<file path="config.mk">
export PLATFORM = sky130hd
export DESIGN_NAME = envelope_vca_flat
export DESIGN_NICKNAME = d
export VERILOG_FILES = /design/src/rtl/envelope_pkg.sv /design/src/rtl/Axis_If.sv /design/src/rtl/adsr_core.sv /design/src/rtl/envelope_vca.sv /design/src/flat_wrapper.sv
export SDC_FILE = /design/constraint.sdc
export NUM_CORES = 2
export LEC_CHECK = 0
export CAP_MARGIN = 20
export CORE_ASPECT_RATIO = 1.1
export CORE_UTILIZATION = 40
export DETAILED_ROUTE_END_ITERATION = 7
export SYNTH_ARGS = -nofsm -noshare
export SYNTH_HDL_FRONTEND = slang
export SYNTH_SLANG_ARGS = --single-unit
</file>
<file path="constraint.sdc">
create_clock -name clk -period 19.5 [get_ports clk]
set_clock_uncertainty 0.2 [all_clocks]
set_input_delay 3.9 -clock clk [delete_from_list [all_inputs] [get_ports clk]]
set_output_delay 3.9 -clock clk [all_outputs]
set_load 0.01 [all_outputs]
</file>
<file path="src/rtl/envelope_pkg.sv">
// Shared types and constants for the envelope VCA.
// Optional feature macro: ENVELOPE_EXP_RELEASE_EN (exponential release).
package envelope_pkg;

  typedef enum logic [2:0] {
    IDLE    = 3'd0,
    ATTACK  = 3'd1,
    DECAY   = 3'd2,
    SUSTAIN = 3'd3,
    RELEASE = 3'd4
  } env_state_t;

  localparam int ENV_W = 24;
  localparam logic [ENV_W-1:0] ENV_MAX = 24'hFFFFFF;

endpackage

</file>
<file path="src/rtl/Axis_If.sv">
// Minimal AXI-Stream bus carrying signed samples.
interface Axis_If #(
  parameter int DWIDTH = 24
);
  logic [DWIDTH-1:0] data;
  logic              valid;
  logic              ready;

  modport Master (output data, output valid, input ready);
  modport Slave  (input data, input valid, output ready);
endinterface

</file>
<file path="src/rtl/adsr_core.sv">
// ADSR state machine and envelope level register, advanced by a tick strobe.
// Optional feature macro: ENVELOPE_EXP_RELEASE_EN (exponential release).
module adsr_core
  import envelope_pkg::*;
#(
  parameter int EWIDTH = 24
) (
  input  logic              clk,
  input  logic              reset,
  input  logic              gate,
  input  logic              tick,
  input  logic [EWIDTH-1:0] attack_step,
  input  logic [EWIDTH-1:0] decay_step,
  input  logic [EWIDTH-1:0] sustain_level,
  input  logic [EWIDTH-1:0] release_step,
  output logic [EWIDTH-1:0] env_level,
  output logic [2:0]        env_state,
  output logic              active
);

  localparam logic [EWIDTH-1:0] MAX_V  = {EWIDTH{1'b1}};
  localparam logic [EWIDTH-1:0] ZERO_V = {EWIDTH{1'b0}};

  env_state_t        state_r, state_s;
  logic [EWIDTH-1:0] env_r, env_s;
  logic              gate_d_r;
  logic              active_r;
  logic              rise_s, fall_s;
  logic [EWIDTH:0]   sum_s;
  logic [EWIDTH:0]   floor_s;
  logic [EWIDTH-1:0] rel_amt_s;

  assign rise_s    = gate & ~gate_d_r;
  assign fall_s    = ~gate & gate_d_r;
  assign env_level = env_r;
  assign env_state = state_r;
  assign active    = active_r;

  // Release decrement: fixed step, or a level-proportional step of at least one LSB.
  always_comb begin
`ifdef ENVELOPE_EXP_RELEASE_EN
    rel_amt_s = env_r >> release_step[4:0];
    if (rel_amt_s == ZERO_V) begin
      rel_amt_s = {{(EWIDTH-1){1'b0}}, 1'b1};
    end else begin
      rel_amt_s = rel_amt_s;
    end
`else
    rel_amt_s = release_step;
`endif
  end

  // Next state and level: gate edges take priority over a tick's level update.
  always_comb begin
    state_s = state_r;
    env_s   = env_r;
    sum_s   = {1'b0, env_r} + {1'b0, attack_step};
    floor_s = {1'b0, sustain_level} + {1'b0, decay_step};
    if (rise_s) begin
      state_s = ATTACK;
    end else if (fall_s) begin
      if (state_r == ATTACK || state_r == DECAY || state_r == SUSTAIN) begin
        state_s = RELEASE;
      end else begin
        state_s = state_r;
      end
    end else if (tick) begin
      case (state_r)
        ATTACK: begin
          if (sum_s >= {1'b0, MAX_V}) begin
            env_s   = MAX_V;
            state_s = DECAY;
          end else begin
            env_s = sum_s[EWIDTH-1:0];
          end
        end
        DECAY: begin
          if ({1'b0, env_r} <= floor_s) begin
            env_s   = sustain_level;
            state_s = SUSTAIN;
          end else begin
            env_s = env_r - decay_step;
          end
        end
        SUSTAIN: begin
          env_s = sustain_level;
        end
        RELEASE: begin
          if (env_r <= rel_amt_s) begin
            env_s   = ZERO_V;
            state_s = IDLE;
          end else begin
            env_s = env_r - rel_amt_s;
          end
        end
        IDLE: begin
          env_s = ZERO_V;
        end
        default: begin
          env_s   = ZERO_V;
          state_s = IDLE;
        end
      endcase
    end else begin
      state_s = state_r;
    end
  end

  // State, level, gate history and activity flag registers.
  always_ff @(posedge clk) begin
    if (!reset) begin
      state_r  <= IDLE;
      env_r    <= ZERO_V;
      gate_d_r <= 1'b0;
      active_r <= 1'b0;
    end else begin
      state_r  <= state_s;
      env_r    <= env_s;
      gate_d_r <= gate;
      active_r <= (state_s != IDLE);
    end
  end

endmodule

</file>
<file path="src/rtl/envelope_vca.sv">
// Envelope-controlled amplifier: two-stage multiply pipeline with AXI-Stream handshake.
// Optional feature macro: ENVELOPE_EXP_RELEASE_EN (exponential release, in adsr_core).
module envelope_vca
  import envelope_pkg::*;
#(
  parameter int DWIDTH = 24,
  parameter int EWIDTH = ENV_W
) (
  input  logic              clk,
  input  logic              reset,
  input  logic              gate,
  input  logic [EWIDTH-1:0] attack_step,
  input  logic [EWIDTH-1:0] decay_step,
  input  logic [EWIDTH-1:0] sustain_level,
  input  logic [EWIDTH-1:0] release_step,
  Axis_If.Slave             sig_in,
  Axis_If.Master            sig_out,
  output logic [EWIDTH-1:0] env_level,
  output logic [2:0]        env_state,
  output logic              active
);

  localparam int PW = DWIDTH + EWIDTH;

  logic              advance_s;
  logic              tick_s;
  logic [EWIDTH-1:0] env_level_s;
  logic [PW-1:0]     data_ext_s, env_ext_s, prod_s;
  logic              p_valid_r, out_valid_r;
  logic [DWIDTH-1:0] p_data_r, out_data_r;

  assign advance_s     = !out_valid_r || sig_out.ready;
  assign sig_in.ready  = advance_s;
  assign tick_s        = sig_in.valid && advance_s;
  assign sig_out.valid = out_valid_r;
  assign sig_out.data  = out_data_r;
  assign env_level     = env_level_s;

  adsr_core #(.EWIDTH(EWIDTH)) u_core (
    .clk           (clk),
    .reset         (reset),
    .gate          (gate),
    .tick          (tick_s),
    .attack_step   (attack_step),
    .decay_step    (decay_step),
    .sustain_level (sustain_level),
    .release_step  (release_step),
    .env_level     (env_level_s),
    .env_state     (env_state),
    .active        (active)
  );

  // Signed sample times unsigned envelope; the pre-update level is used.
  always_comb begin
    data_ext_s = {{EWIDTH{sig_in.data[DWIDTH-1]}}, sig_in.data};
    env_ext_s  = {{DWIDTH{1'b0}}, env_level_s};
    prod_s     = data_ext_s * env_ext_s;
  end

  // Product stage and output stage, both held while the downstream stalls.
  always_ff @(posedge clk) begin
    if (!reset) begin
      p_valid_r   <= 1'b0;
      p_data_r    <= {DWIDTH{1'b0}};
      out_valid_r <= 1'b0;
      out_data_r  <= {DWIDTH{1'b0}};
    end else if (advance_s) begin
      p_valid_r   <= sig_in.valid;
      p_data_r    <= prod_s[PW-1:EWIDTH];
      out_valid_r <= p_valid_r;
      out_data_r  <= p_data_r;
    end else begin
      p_valid_r   <= p_valid_r;
      p_data_r    <= p_data_r;
      out_valid_r <= out_valid_r;
      out_data_r  <= out_data_r;
    end
  end

endmodule

</file>
<file path="src/flat_wrapper.sv">
// flat-port wrapper written by rule: the top's interface ports become plain ports
module envelope_vca_flat import envelope_pkg::*;
#(
  parameter int DWIDTH = 24,
  parameter int EWIDTH = ENV_W
)
  (clk, reset, gate, attack_step, decay_step, sustain_level, release_step, env_level, env_state, active, sig_in_data, sig_in_valid, sig_in_ready, sig_out_data, sig_out_valid, sig_out_ready);
  Axis_If #(.DWIDTH(DWIDTH)) sig_in_i ();
  Axis_If #(.DWIDTH(DWIDTH)) sig_out_i ();
  input  logic clk;
  input  logic reset;
  input  logic gate;
  input  logic [EWIDTH-1:0] attack_step;
  input  logic [EWIDTH-1:0] decay_step;
  input  logic [EWIDTH-1:0] sustain_level;
  input  logic [EWIDTH-1:0] release_step;
  output logic [EWIDTH-1:0] env_level;
  output logic [2:0] env_state;
  output logic active;
  input wire logic [$bits(sig_in_i.data)-1:0] sig_in_data;
  input wire logic [$bits(sig_in_i.valid)-1:0] sig_in_valid;
  output wire logic [$bits(sig_in_i.ready)-1:0] sig_in_ready;
  output wire logic [$bits(sig_out_i.data)-1:0] sig_out_data;
  output wire logic [$bits(sig_out_i.valid)-1:0] sig_out_valid;
  input wire logic [$bits(sig_out_i.ready)-1:0] sig_out_ready;
  assign sig_in_i.data = sig_in_data;
  assign sig_in_i.valid = sig_in_valid;
  assign sig_in_ready = sig_in_i.ready;
  assign sig_out_data = sig_out_i.data;
  assign sig_out_valid = sig_out_i.valid;
  assign sig_out_i.ready = sig_out_ready;
  envelope_vca #(.DWIDTH(DWIDTH), .EWIDTH(EWIDTH)) u_core (.clk(clk), .reset(reset), .gate(gate), .attack_step(attack_step), .decay_step(decay_step), .sustain_level(sustain_level), .release_step(release_step), .sig_in(sig_in_i), .sig_out(sig_out_i), .env_level(env_level), .env_state(env_state), .active(active));
endmodule
</file>
==> run metrics <==
status finished, final reports clean; antenna violations before repair 0; vias in the first global route 23800; n_diodes 0; Num Clock Sinks around 80; Clk Latency, worst-skew pair around 0.37 ns; RSZ-0062 raised after global routing no; hold crit path type register to register; Syn-to-layout area delta 11.3%; cell count after synthesis about 3200; capturing element type of the critical path register; Syn Area/Cell 8.42 sq um; endpoints failing hold 0; hold buffers post-CTS 0; DR WL/cell 19.4 um; relative slew slack a little under a third; cts repair resizes 0; Setup Buffers After CTS 0; H-tree depth 3; Boundary Pins 179; Max VDD drop roughly 35 uV; Worst-path clk slew ~0.070 ns; total iterations of the first detailed-routing run 5; Post-Syn Area about 27000 sq um; critical path type primary input to register; Worst Tran Pin Value approximately 1.0 ns; total die area slightly below 70000 sq um; Worst EP arrival roughly 12 ns; die extent in x about 250 um; final clock period utilization by the worst path 61.4%; Post-DP HPWL 64600 um; Die H 276 um; placed cell area around 30000 sq um; Fmax around 0.084 GHz; CP dominant cell by count fa_1; design area between 30000 and 40000 sq um; async set-reset flop share out of synthesis 0%; Num CTS Buffers 9; PortBufs 178; Worst Slack Setup Final between 7 and 8 ns; multi-input combinational cell area 22900 sq um; Final #Nets roughly 4300; DRT iter0 DRCs 1279; number of remaining DRC errors 0; Core ar. about 67000 sq um; final wirelength 81600 um; LEAKAGE 14.9 nW; first-pass GRT wire length about 130000 um; gr usage total between 20% and 30%; Clock Tree Buf Depth 2; Cell variety after synth 77; root buf cell clkbuf_16; final hold slack roughly 0.25 ns; Net Count, Synth 4157; EDFF count, synth 0; most common cell after layout, fill and taps aside inv_1; pin count of the biggest net entering global routing 57; CTS tree yes; CP max FO 24; required time worst endpoint slightly below 20 ns; total of max-cap violations 0; DRT antenna net count 0; Slew Limit Fails 0; fraction of layout cells with a size suffix above 1 roughly 3.2%; Core Rows 99; Largest stage delay, worst path 1.09 ns; gpl congestion a little over 0.9; Most used DFF post-synth dfxtp_1; starting density of the core 40.7%; synthesis-stage register bit count 79; Final TNS setup 0 ns; pwr dens around 23 nW/um^2; Crit-path slowest cell clkdlybuf4s50_1; Fill cells around 6700; startpoint types primary input; FF+latch area 1580 sq um; min Tclk post-route approximately 12 ns; post-synthesis sequential area ratio under 10%; yosys warns 0; vias per cell 5.34; Setup WS pre-CTS 7.23 ns; Via Count between 20000 and 25000; most frequent cells in the layout inv_1 (609), fa_1 (485), nand2_1 (410); grt ovf 0; Setup Viol. Count Final 0
per-stage QoR:
stage,cells,power [mW],util (%)
floorplan,3234,0.400,-
global placement,4188,0.525,44.8
detailed placement,4189,0.526,44.9
CTS,4205,0.705,45.3
global route,4206,0.755,45.3
finish,4206,0.701,45.3
critical path, delay by kind of cell:
kind                       cells  cell delay, ns
adders and majority gates      8            3.88
AOI/OAI and AO/OA              8            2.10
buffers and inverters          6            1.32
and+or+nand+nor                3            0.86
logic make-up after synthesis:
logic type,Yosys count,synth area share (%)
AND/OR/NAND/NOR,1000,18.3
flip-flops,79,5.81
XOR/XNOR,91,2.93
multiplexers,9,0.345
AO/OA/AOI/OAI,512,12.3
buffers and inverters,745,10.3
adder cells (fa/ha/maj),798,50.0
synthesized netlist by cell type, types with 20 or more instances:
library cell  count  area [sq um]
dfxtp_1          79          1580
nand2_1         410          1540
and2_1          294          1840
nand2b_1         30           188
o21ai_0         100           500
nand3_1          41           205
xnor2_1          51           447
clkbuf_1        131           492
inv_1           610          2290
fa_1            485          9710
nand4_1          20           125
a21oi_1         162           811
nor2_1           82           308
a21o_1           66           495
xor2_1           40           350
a211oi_1         21           158
nor2b_1          26           163
nor3_1           25           125
o21a_1           27           203
ha_1            313          3920
where the power goes:
part / switching, mW / internal [mW] / total (mW)
Clock: 0.0840 / 0.0917 / 0.176
Sequential: 0.00908 / 0.174 / 0.183
Combinational: 0.197 / 0.145 / 0.342
per-layer routing:
| metal | vias up | wire length [um] | GRT usage (%) |
|---|---|---|---|
| met1 | 11200 | 32800 | 29.5 |
| met4 | 0 | 3520 | 10.4 |
| li1 | 10500 | - | - |
| met2 | 636 | 40400 | 43.5 |
| met5 | - | 0 | 0 |
| met3 | 150 | 4980 | 3.80 |
registers in the layout, summed over array words and instances, names as in the netlist:
name / flops
u_core.sig_out.valid: 1
u_core.u_core.gate_d_r: 1
u_core.sig_out.data: 24
u_core.u_core.env_level: 24
u_core.u_core.active: 1
u_core.u_core.env_state: 3
u_core.p_valid_r: 1
u_core.p_data_r: 24
final timing paths:
path,start,to,slack (ns),cells after the start
min,u_core.sig_out.data[23],u_core.sig_out.data[23],0.25,2
max,sig_in_data[3],u_core.p_data_r[23],7.52,25
max reg2reg,u_core.u_core.env_level[18],u_core.p_data_r[23],11.33,23
min reg2reg,u_core.sig_out.data[23],u_core.sig_out.data[23],0.25,2
area by class of cell:
| type | instances | area share [%] |
|---|---|---|
| Multi-Input combinational cell | 2410 | 75.4 |
| Clock inverter | 6 | 0.169 |
| Tap cell | 858 | 3.54 |
| Inverter | 611 | 7.56 |
| Sequential cell | 79 | 5.22 |
| Timing Repair Buffer | 232 | 7.28 |
| Clock buffer | 10 | 0.788 |
Note: power is estimated with default switching activity, not from simulation.
